<file path="src/rtl/ifu_fetch.sv">
// ifu_fetch: instruction fetch stage feeding the decoder.
//   Owns the fetch PC, issues word requests to instruction memory over a
//   valid/ready channel whose responses return in order, buffers returned
//   instructions with their PCs in a DEPTH-entry FIFO, and presents the FIFO
//   head to the decoder. Execute-stage redirects flush the FIFO and mark every
//   outstanding request as stale. A misaligned redirect target parks the stage
//   in FAULT until reset.
// Ports:
//   clk, rst (async, active low)
//   redirect_valid/redirect_pc            : PC change from execute
//   imem_req_valid/ready/addr             : fetch request channel
//   imem_rsp_valid/data                   : in-order responses, always accepted
//   out_valid/ready/inst/pc               : decoder handshake
//   fetch_fault                           : sticky misaligned-redirect flag
// Optional: define IFU_PERF_EN to add the perf_fetched, perf_dropped and
// perf_stall 64-bit event counters.
module ifu_fetch #(
    parameter int unsigned PC_WIDTH   = 64,
    parameter int unsigned INST_WIDTH = 32,
    parameter logic [PC_WIDTH-1:0] RESET_PC = PC_WIDTH'(64'h8000_0000),
    parameter int unsigned DEPTH      = 2
) (
    input  logic                  clk,
    input  logic                  rst,
    input  logic                  redirect_valid,
    input  logic [PC_WIDTH-1:0]   redirect_pc,
    output logic                  imem_req_valid,
    input  logic                  imem_req_ready,
    output logic [PC_WIDTH-1:0]   imem_req_addr,
    input  logic                  imem_rsp_valid,
    input  logic [INST_WIDTH-1:0] imem_rsp_data,
    output logic                  out_valid,
    input  logic                  out_ready,
    output logic [INST_WIDTH-1:0] out_inst,
    output logic [PC_WIDTH-1:0]   out_pc,
    output logic                  fetch_fault
`ifdef IFU_PERF_EN
    ,
    output logic [63:0]           perf_fetched,
    output logic [63:0]           perf_dropped,
    output logic [63:0]           perf_stall
`endif
);

    localparam int unsigned PtrW = (DEPTH > 1) ? $clog2(DEPTH) : 1;
    localparam int unsigned CntW = $clog2(DEPTH) + 1;

    localparam logic [0:0] RUN   = 1'b0;
    localparam logic [0:0] FAULT = 1'b1;

    logic [0:0]            state, stateNext;
    logic [PC_WIDTH-1:0]   fetchPc, fetchPcNext;
    logic [PC_WIDTH-1:0]   rspPc, rspPcNext;
    logic [CntW-1:0]       count, countNext;
    logic [CntW-1:0]       inflight, inflightNext;
    logic [CntW-1:0]       drop, dropNext;
    logic [PtrW-1:0]       rdPtr, rdPtrNext;
    logic [PtrW-1:0]       wrPtr, wrPtrNext;
    logic                  faultNext;

    logic [INST_WIDTH-1:0] fifoInst [DEPTH];
    logic [PC_WIDTH-1:0]   fifoPc   [DEPTH];

    logic                  reqFire;
    logic                  pushEn;
    logic                  popEn;
    logic [CntW:0]         occupancy;

    // Slots already promised: queued entries plus responses still owed.
    assign occupancy = (CntW+1)'(inflight) + (CntW+1)'(count);

    assign imem_req_valid = rst && (state == RUN) && !redirect_valid &&
                            (occupancy < (CntW+1)'(DEPTH));
    assign imem_req_addr  = fetchPc;
    assign out_valid      = (state == RUN) && (count != '0);
    assign out_inst       = fifoInst[rdPtr];
    assign out_pc         = fifoPc[rdPtr];

    assign reqFire = imem_req_valid && imem_req_ready;
    // A redirect flushes the FIFO, so any same-cycle push or pop is void.
    assign pushEn  = imem_rsp_valid && (drop == '0) && (state == RUN) && !redirect_valid;
    assign popEn   = out_valid && out_ready && !redirect_valid;

    // Next-state and counter update.
    always_comb begin
        stateNext    = state;
        fetchPcNext  = fetchPc;
        rspPcNext    = rspPc;
        rdPtrNext    = rdPtr;
        wrPtrNext    = wrPtr;
        dropNext     = drop;
        faultNext    = fetch_fault;
        inflightNext = inflight + CntW'(reqFire) - CntW'(imem_rsp_valid);
        countNext    = count + CntW'(pushEn) - CntW'(popEn);

        if (reqFire) begin
            fetchPcNext = fetchPc + PC_WIDTH'(4);
        end
        if (imem_rsp_valid && (drop != '0)) begin
            dropNext = drop - CntW'(1);
        end
        if (pushEn) begin
            wrPtrNext = wrPtr + PtrW'(1);
            rspPcNext = rspPc + PC_WIDTH'(4);
        end
        if (popEn) begin
            rdPtrNext = rdPtr + PtrW'(1);
        end

        if (redirect_valid) begin
            // Everything still owed after this cycle belongs to the old path.
            countNext   = '0;
            rdPtrNext   = '0;
            wrPtrNext   = '0;
            dropNext    = inflightNext;
            fetchPcNext = redirect_pc;
            rspPcNext   = redirect_pc;
            if (redirect_pc[1:0] != 2'b00) begin
                stateNext = FAULT;
                faultNext = 1'b1;
            end
        end
    end

    // State registers.
    always_ff @(posedge clk or negedge rst) begin
        if (!rst) begin
            state       <= RUN;
            fetchPc     <= RESET_PC;
            rspPc       <= RESET_PC;
            count       <= '0;
            inflight    <= '0;
            drop        <= '0;
            rdPtr       <= '0;
            wrPtr       <= '0;
            fetch_fault <= 1'b0;
        end else begin
            state       <= stateNext;
            fetchPc     <= fetchPcNext;
            rspPc       <= rspPcNext;
            count       <= countNext;
            inflight    <= inflightNext;
            drop        <= dropNext;
            rdPtr       <= rdPtrNext;
            wrPtr       <= wrPtrNext;
            fetch_fault <= faultNext;
        end
    end

    // FIFO storage; contents are don't-care while count is zero.
    always_ff @(posedge clk) begin
        if (pushEn) begin
            fifoInst[wrPtr] <= imem_rsp_data;
            fifoPc[wrPtr]   <= rspPc;
        end
    end

`ifdef IFU_PERF_EN
    // Event counters; any response that is not pushed counts as dropped.
    always_ff @(posedge clk or negedge rst) begin
        if (!rst) begin
            perf_fetched <= '0;
            perf_dropped <= '0;
            perf_stall   <= '0;
        end else begin
            if (pushEn) begin
                perf_fetched <= perf_fetched + 64'(1);
            end
            if (imem_rsp_valid && !pushEn) begin
                perf_dropped <= perf_dropped + 64'(1);
            end
            if (out_ready && !out_valid) begin
                perf_stall <= perf_stall + 64'(1);
            end
        end
    end
`endif

endmodule

</file>
<file path="config.mk">
export PLATFORM = sky130hd
export DESIGN_NAME = ifu_fetch
export DESIGN_NICKNAME = d
export VERILOG_FILES = /design/src/rtl/ifu_fetch.sv
export SDC_FILE = /design/constraint.sdc
export NUM_CORES = 1
export LEC_CHECK = 0
export ABC_AREA = 1
export CAP_MARGIN = 40
export CORE_ASPECT_RATIO = 2
export CORE_UTILIZATION = 50
export DETAILED_ROUTE_END_ITERATION = 8
export PLACE_DENSITY_LB_ADDON = 0.2
export SYNTH_ARGS = -nofsm -noshare
export SYNTH_HDL_FRONTEND = slang
export SYNTH_SLANG_ARGS = --single-unit
</file>
<file path="constraint.sdc">
create_clock -name clk -period 16.49 [get_ports clk]
set_input_delay 3.298 -clock clk [delete_from_list [all_inputs] [get_ports clk]]
set_output_delay 3.298 -clock clk [all_outputs]
set_load 0.05 [all_outputs]
</file>
==> impl_metrics.csv, run 1 <==
group,metric,value,unit
sta,fin_crit,8030,ps
sta,slew_headroom,43.3,%
logic_synthesis,syn_nets,2124,
cts,h-tree-depth,1,
worst_hold_path,worstHoldPathCells,2,
worst_setup_path,critPathKind,"input port to primary output",
worst_hold_path,min_to,"imem_req_addr[1]$_DFFE_PN0P_",
sta,rsz0062_at_grt,"false",
routing,drt_iter0_drc,818,
power,leakage,0.00861,uW
run_status,status,"completed",
logic_synthesis,synthCells,2014,
worst_setup_path,regToRegSetupSlack,13110,ps
cts,cts.sink_count,329,
sta,tns,0,ps
routing,dr.pass1.iters,7,
worst_hold_path,hold_class,"flip-flop to flip-flop",
die,die_y,261,um
routing,routed_via_density,5.46,
die,start_util,50.9,%
sta,hold_ws,472,ps
placement,port_buffers,264,
routing,wire_per_inst,20.7,um
worst_setup_path,critPathArrivalTime,4730,ps
worst_hold_path,min_from,"imem_req_addr[1]$_DFFE_PN0P_",
sta,fin_skew,16.7,ps
cts,cts_buffer_depth,3,
placement,dp.final_hpwl,43100,um
global_routing,antenna_found_initial,0,
final_layout,antennaDiodeCount,0,
sta,tightest_slew,851,ps
cts,cts_root_buf,"clkbuf_16",
global_routing,grt_start_max_net_pins,82,
final_layout,final_util,63.4,%
cts,cts.clk_slew.worst_paths,70,ps
placement,place_congestion,0.983,
cts,hold_buffers,0,
worst_setup_path,rr_worst_depth,11,
logic_synthesis,ys.flop_type,"edfxtp_1",
global_routing,grt_pass1_vias,14900,
die,placementRows,94,
cts,postCtsSetupRepairBufs,0,
die,coreArea,33000,um^2
global_routing,gr-total-overflow,0,
worst_setup_path,cp_data_required_time,13190,ps
worst_setup_path,crit_fanout,29,
routing,ant_nets,0,
global_routing,groute.usage.overall,32.9,%
logic_synthesis,netlist_area,16800,um^2
logic_synthesis,yosysMostFrequentCell,"nand2_1",
logic_synthesis,synth_edf_count,192,
logic_synthesis,yosysWarnings,0,
logic_synthesis,syn_avg_cell_area,8.35,um^2
routing,drc,0,
cts,cts_buffers,29,
logic_synthesis,synth_top_cell_by_area,"edfxtp_1",
logic_synthesis,seq_area_frac_synth,54.7,%
logic_synthesis,synth_area_leaders,"edfxtp_1 34%, dfrtp_1 20%, nand2_1 17%",
power,p_total,1920,uW
die,die-width,132,um
logic_synthesis,ys_async_sr_fraction,41.6,%
sta,fmax,125,MHz
cts,tritoncts,"done",
power,power_density,91.5,nW/um^2
cts,postCtsResizedCells,0,
power,vdd_ir_drop_max,0.0745,mV
sta,hold_viol,0,
job,maxCapViolCount,0,
final_layout,fillers,2870,
final_layout,final_nets,2382,
logic_synthesis,synth_top_area_share,34.3,%
die,ios,265,
worst_setup_path,regToRegStartpoint,"count[0]$_DFF_PN0_",
die,die_area,34400,um^2
sta,finalSetupViolations,0,
routing,wl,56300,um
logic_synthesis,ys_top_cells_by_count,"780 x nand2_1, 192 x edfxtp_1, 183 x nor2_1, 182 x inv_1, 135 x dfrtp_1",
logic_synthesis,ys_ff_latch,329,
global_routing,grt_first_pass_wirelength,84600,um
worst_setup_path,rr_endpoint,"imem_req_addr[62]$_DFFE_PN0P_",
worst_setup_path,cp-end-kind,"primary output",
final_layout,syn_to_final_growth,24.5,%
worst_setup_path,start_kind,"input port",
routing,vias,14900,
sta,finalMaxSlewViolations,0,
sta,period_share,48.7,%
final_layout,drive_above_1_share,6.02,%
logic_synthesis,synthDistinctLibCells,44,
cts,insertion_delay,580,ps
-- worst max-delay path, stage by stage --
cell	delay, ps
buf_6	260
nand3_1	140
nor2_2	160
clkdlybuf4s50_1	830
-- layout by cell type, fill, tap and decap left out, types with 5 or more instances in the layout --
cell type        count
clkbuf_16           29
inv_2                6
a31oi_1              8
nand3b_1             5
nor2_1             181
xor2_1              38
nand2_2             12
nor3_2               7
nand4_1             40
clkinvlp_4           6
o21ai_0             67
o211ai_1            23
edfxtp_1           192
buf_4               12
nor2_2              18
dfrtp_1            134
nand3_1            124
clkdlybuf4s50_1    262
o21ai_1             10
a21oi_1             34
clkinv_1             6
nor2_4              12
xnor2_1              9
o21bai_1            14
inv_1              182
nor3_1              20
ha_1                 7
nand2_1            780
nand3_2              7
-- worst max path at each step --
stage	start	end	depth (start not counted)
6_report	rst	imem_req_valid	4
5_1_grt	rst	imem_req_valid	4
4_1_cts	rst	imem_req_valid	4
3_5_place_dp	rst	imem_req_valid	4
3_3_place_gp	rst	imem_req_valid	4
2_1_floorplan	imem_rsp_valid	fifoInst[0][0]$_DFFE_PP_	4
-- metrics by stage --
step                      instances  setup WS, ps  instance area, um^2
after global routing           2725          8390                20900
after detailed placement       2673          8440                20000
after CTS                      2725          8440                20900
after floorplan                2014          7990                16800
final                          2725          8460                20900
after global placement         2667          8460                19900
-- routing by layer --
metal,routed length [um],track usage [%],vias to the layer above
met1,19200,33.7,7121
li1,-,-,7047
met4,4390,23.7,0
met5,0,0,-
met3,2500,3.04,164
met2,30300,62.3,552
-- power breakdown --
| part | switching [uW] | leakage (uW) | total (uW) | internal [uW] |
|---|---|---|---|---|
| Combinational | 161 | 0.00480 | 257 | 96.0 |
| Clock | 310 | 0.000431 | 680 | 370 |
| Sequential | 65.3 | 0.00338 | 978 | 913 |
-- area by class of cell --
cell class / instances / area, um^2 / share of cell area (%)
repair buffers: 282 / 2870 / 13.7
inverters: 190 / 713 / 3.41
clock buffers: 32 / 737 / 3.52
clock inverters: 20 / 193 / 0.920
flip-flops and latches: 329 / 9200 / 43.9
well taps: 432 / 541 / 2.58
multi-input cells: 1440 / 6690 / 31.9
-- cell families after synthesis --
| group | Yosys count | share of synthesized area [%] |
|---|---|---|
| simple gates | 1222 | 31.0 |
| flops | 329 | 54.7 |
| buf+inv | 245 | 5.65 |
| compound gates | 162 | 5.54 |
| xor+xnor | 47 | 2.45 |
| fa+ha+maj | 8 | 0.640 |
| mux | 1 | 0.0669 |
-- sequential cells by signal (all words and copies together), names as in the netlist --
name	flops
fifoPc	128
fifoInst	64
imem_req_addr	64
rspPc	64
count	2
drop	2
inflight	2
rdPtr	1
state	1
wrPtr	1
Note: power is estimated with default switching activity, not from simulation.
==> run 2: changes to the inputs <==
clock period = 8.1 ns   (was 16.49 ns; I/O delays follow)
==> run 2 against run 1 <==
  * Clock skew decreased by 2.6 ps
  * Sequential power increased by 100%
  * Power increased by 100%
  * Critical path type is now flip-flop to primary output
  * Critical endpoint is now out_pc[49]
==> impl_metrics.csv, run 2 (synthesis gave the netlist of run 1 again) <==
group,metric,value,unit
cts,postCtsSetupRepairBufs,0,
placement,place_congestion,1.05,
routing,wire_per_inst,21.0,um
placement,pre_cts_ws,3140,ps
worst_setup_path,path_cells,"inv_2, buf_4, nand2_1, nand2_1, clkdlybuf4s50_1",
sta,tightest_slew,861,ps
final_layout,top_register,"fifoPc",
global_routing,gr-total-overflow,0,
sta,slew_headroom,42.4,%
cts,cts_buffers,29,
final_layout,instances_no_fill,2725,
run_status,status,"completed",
worst_setup_path,cp-end-kind,"primary output",
cts,postCtsResizedCells,0,
power,leakage,0.00861,uW
cts,insertion_delay,590,ps
cts,hold_buffers,0,
global_routing,grt_pass1_vias,14700,
sta,finalSetupViolations,0,
job,maxCapViolCount,0,
global_routing,grt_first_pass_wirelength,84700,um
die,die_area,34400,um^2
worst_hold_path,hold_class,"flip-flop to flip-flop",
placement,dpl.cell_count,2671,
die,die_y,261,um
cts,cts.clk_slew.worst_paths,70,ps
cts,h-tree-depth,1,
worst_setup_path,rr_worst_depth,12,
worst_setup_path,critical_path_buf_inv_count,3,
sta,fmax,196,MHz
die,die-width,132,um
global_routing,antenna_found_initial,0,
die,start_util,50.9,%
final_layout,layout_common_cells,"780 x nand2_1, 262 x clkdlybuf4s50_1, 192 x edfxtp_1",
routing,drc,0,
global_routing,grt_start_max_net_pins,76,
worst_setup_path,crit_fanout,75,
worst_setup_path,crit_path_frequent_cell,"nand2_1",
cts,cts_root_buf,"clkbuf_16",
cts,cts.sink_count,329,
sta,finalMaxSlewViolations,0,
final_layout,syn_to_final_growth,24.3,%
sta,rsz0062_at_grt,"false",
power,vdd_ir_drop_max,0.178,mV
final_layout,layout.cells.most_common,"nand2_1",
worst_setup_path,critPathKind,"flip-flop to primary output",
sta,period_share,62.9,%
sta,fin_crit,5100,ps
worst_setup_path,cp_data_required_time,6480,ps
worst_setup_path,max_stage_delay,840,ps
sta,worst_slack,3000,ps
routing,routed_via_density,5.50,
routing,ant_nets,0,
routing,dr.pass1.iters,7,
sta,hold_ws,492,ps
worst_setup_path,crit_slowest_cell,"clkdlybuf4s50_1",
final_layout,drive_above_1_share,6.06,%
cts,cts_buffer_depth,3,
final_layout,largest_register_ffs,128,
placement,port_buffers,264,
worst_hold_path,worstHoldPathCells,2,
worst_setup_path,critPathArrivalTime,3480,ps
placement,dp.final_hpwl,43000,um
power,p_total,3910,uW
worst_setup_path,path_delay_family,"buffers and inverters",
routing,vias,15000,
global_routing,groute.usage.overall,33.3,%
die,placementRows,94,
sta,hold_viol,0,
die,ios,265,
sta,fin_skew,14.1,ps
worst_setup_path,start_kind,"flip-flop",
final_layout,final_nets,2380,
routing,wl,57300,um
cts,tritoncts,"done",
final_layout,antennaDiodeCount,0,
routing,drt_iter0_drc,1062,
die,coreArea,33000,um^2
sta,tns,0,ps
power,power_density,187,nW/um^2
worst_setup_path,cp.depth,5,
## run 2: cell types whose count changed in the layout (fill, tap and decap cells not counted), sizes merged
cell	before	now
clkbuf	32	38
clkinvlp	8	3
inv	190	193
buf	20	18
bufinv	3	1
## run 2: worst paths after layout
kind	from	slack, ps	endpoint
worst max-delay path	rdPtr$_DFFE_PN0P_	3000	out_pc[49]
worst min-delay path	imem_req_addr[1]$_DFFE_PN0P_	490	imem_req_addr[1]$_DFFE_PN0P_
worst max register to register	count[0]$_DFF_PN0_	4690	imem_req_addr[25]$_DFFE_PN0P_
worst min register to register	imem_req_addr[1]$_DFFE_PN0P_	490	imem_req_addr[1]$_DFFE_PN0P_
max in group asynchronous	rst	6120	imem_req_addr[63]$_DFFE_PN0P_
min in group asynchronous	rst	880	rspPc[47]$_DFFE_PN0N_
## run 2: tightest hold or removal path, delay by kind of cell, from the launching register on
family,cells,cell delay (ps)
AND/OR/NAND/NOR,2,110
flip-flops,1,360
## run 2: layout make-up
class | count | area (um^2)
inverter | 190 | 713
clock buffer | 38 | 801
timing repair buffer | 280 | 2830
sequential | 329 | 9200
clock inverter | 16 | 146
fill | 2886 | 12100
tap | 432 | 541
multi-input combinational | 1440 | 6690
## run 2: routing by layer
layer  vias to the layer above  routed length, um  track usage (%)
met1                      7079              19400             33.9
met2                       661              29800             60.8
met3                       202               2800             3.25
met4                         0               5380             29.1
met5                         -                  0                0
li1                       7046                  -                -
## run 2: power by group
group | internal [uW] | leakage, uW | switching [uW]
clock network | 743 | 0.000461 | 648
registers | 1860 | 0.00338 | 133
logic | 195 | 0.00478 | 332
total | 2800 | 0.00861 | 1110
## run 2: metrics by stage
stage / cell area, um^2 / util (%)
finish: 20900 / 63.3
global route: 20900 / 63.3
CTS: 20900 / 63.3
detailed placement: 20000 / 60.4
global placement: 19900 / 60.1
floorplan: 16800 / -
==> run 3: changes to the inputs <==
clock period = 4.9 ns   (was 8.1 ns; I/O delays follow)
==> run 3 against run 2 <==
  * Combinational power increased by 67%
  * Register-to-register slack got worse by 3000 ps
  * Critical path depth increased by 1
  * First-iteration DRC count decreased by 15%
  * Critical path type unchanged
==> impl_metrics.csv, run 3 (synthesis gave the netlist of run 1 again) <==
group,metric,value,unit
run_status,status,"completed",
cts,cts_buffer_depth,3,
cts,cts_buffers,29,
sta,finalSetupViolations,0,
global_routing,grt_first_pass_wirelength,86600,um
sta,finalMaxSlewViolations,0,
cts,postCtsResizedCells,0,
worst_setup_path,critPathArrivalTime,2800,ps
sta,rsz0062_at_grt,"false",
die,ios,265,
final_layout,layout_common_cells,"780 x nand2_1, 262 x clkdlybuf4s50_1, 192 x edfxtp_1",
worst_setup_path,max_stage_delay,820,ps
worst_setup_path,critPathKind,"flip-flop to primary output",
cts,postCtsSetupRepairBufs,0,
global_routing,top_usage_layer,"met2",
worst_setup_path,rr_endpoint,"imem_req_addr[32]$_DFFE_PN0P_",
global_routing,use_met1,34.5,%
final_layout,largest_register_ffs,128,
global_routing,antenna_found_initial,0,
die,start_util,50.9,%
sta,tightest_slew,811,ps
die,placementRows,94,
worst_setup_path,cp.depth,6,
global_routing,grt_start_max_net_pins,82,
worst_setup_path,path_cells,"nand2_1, inv_1, fa_1, or2_2, nor2_2, clkdlybuf4s50_1",
worst_setup_path,regToRegStartpoint,"count[0]$_DFF_PN0_",
worst_setup_path,path_delay_family,"buffers and inverters",
placement,place_congestion,0.974,
worst_setup_path,startpoint,"count[0]$_DFF_PN0_",
routing,wl,57800,um
routing,drc,0,
routing,ant_nets,0,
final_layout,layout.cells.most_common,"nand2_1",
cts,cts_root_buf,"clkbuf_16",
worst_setup_path,crit_slowest_cell,"clkdlybuf4s50_1",
sta,fin_skew,18.4,ps
placement,dp.final_hpwl,43600,um
global_routing,gr-total-overflow,0,
worst_setup_path,start_kind,"flip-flop",
die,die_area,34400,um^2
cts,cts.clk_slew.worst_paths,70,ps
power,vdd_ir_drop_max,0.324,mV
final_layout,syn_to_final_growth,24.6,%
global_routing,met2_usage,62.9,%
sta,period_share,77.2,%
sta,hold_viol,0,
power,leakage,0.00863,uW
sta,tns,0,ps
worst_setup_path,cp_data_required_time,3920,ps
power,power_density,308,nW/um^2
routing,vias,15000,
final_layout,top_register,"fifoPc",
routing,wire_per_inst,21.2,um
worst_setup_path,regToRegSetupSlack,1690,ps
die,coreArea,33000,um^2
final_layout,fillers,2841,
worst_hold_path,hold_class,"input port to async pin",
sta,slew_headroom,45.9,%
routing,dr.pass1.iters,7,
cts,hold_buffers,0,
sta,fin_crit,3780,ps
routing,routed_via_density,5.49,
global_routing,groute.usage.overall,33.9,%
job,maxCapViolCount,0,
worst_setup_path,cp-end-kind,"primary output",
sta,hold_ws,410,ps
cts,cts.sink_count,329,
sta,fmax,264,MHz
global_routing,grt_pass1_vias,14900,
final_layout,drive_above_1_share,6.01,%
die,die-width,132,um
cts,h-tree-depth,1,
placement,port_buffers,264,
die,die_y,261,um
global_routing,met3_usage,3.87,%
final_layout,antennaDiodeCount,0,
worst_setup_path,crit_fanout,3,
cts,tritoncts,"done",
final_layout,final_nets,2382,
routing,drt_iter0_drc,903,
cts,insertion_delay,590,ps
worst_setup_path,critical_path_buf_inv_count,2,
worst_setup_path,rr_worst_depth,13,
==> run 3: cell count changes in the layout (fill, tap and decap cells not counted), sizes merged <==
cell / change
buf: +2
clkinv: +3
inv: -1
clkinvlp: -2
==> run 3: layout make-up <==
type	instances	area [um^2]	share of cell area, %
clock buffers	38	791	3.77
clock inverters	16	149	0.711
inverters	190	713	3.40
multi-input cells	1440	6690	31.9
flip-flops and latches	329	9200	43.9
well taps	432	541	2.58
repair buffers	282	2870	13.7
==> run 3: how the worst max path moves through the flow <==
stage	slack, ps	to
after floorplan	330	fifoInst[0][0]$_DFFE_PP_
after global placement	1140	fifoPc[0][45]$_DFFE_PP_
after detailed placement	1100	fifoInst[0][5]$_DFFE_PP_
after CTS	1110	imem_req_valid
after global routing	1000	out_pc[47]
final	1120	imem_req_valid
==> run 3: worst register-to-register path, stage by stage (launching register included) <==
cell and delay (ps):
dfrtp_1 400, nand2_1 60, inv_1 40, fa_1 430, or2_2 330, nor2_2 140
nand2_1 230, buf_8 240, nand2_2 60, buf_4 400, inv_2 390, nand2_1 160
nand2_1 50, o21bai_1 140
==> run 3: routing by layer <==
metal	vias up	wire, um
met1	7091	19400
met2	609	30300
met4	0	5000
li1	7068	-
met5	-	0
met3	193	2990
==> run 3: stage by stage <==
stage                     total power [uW]  util, %  area [um^2]  cells  setup slack [ps]
final                                 6450     63.4        21000   2727              1120
after global routing                  6660     63.4        21000   2727               999
after CTS                             6470     63.4        21000   2727              1110
after detailed placement              4210     60.6        20000   2673              1100
after global placement                4180     60.3        19900   2669              1140
after floorplan                       3790        -        16800   2014               331
==> run 3: report_power, final <==
group          switching [uW]  internal, uW  total [uW]
logic                     556           321         878
clock network            1070          1210        2280
registers                 221          3070        3290
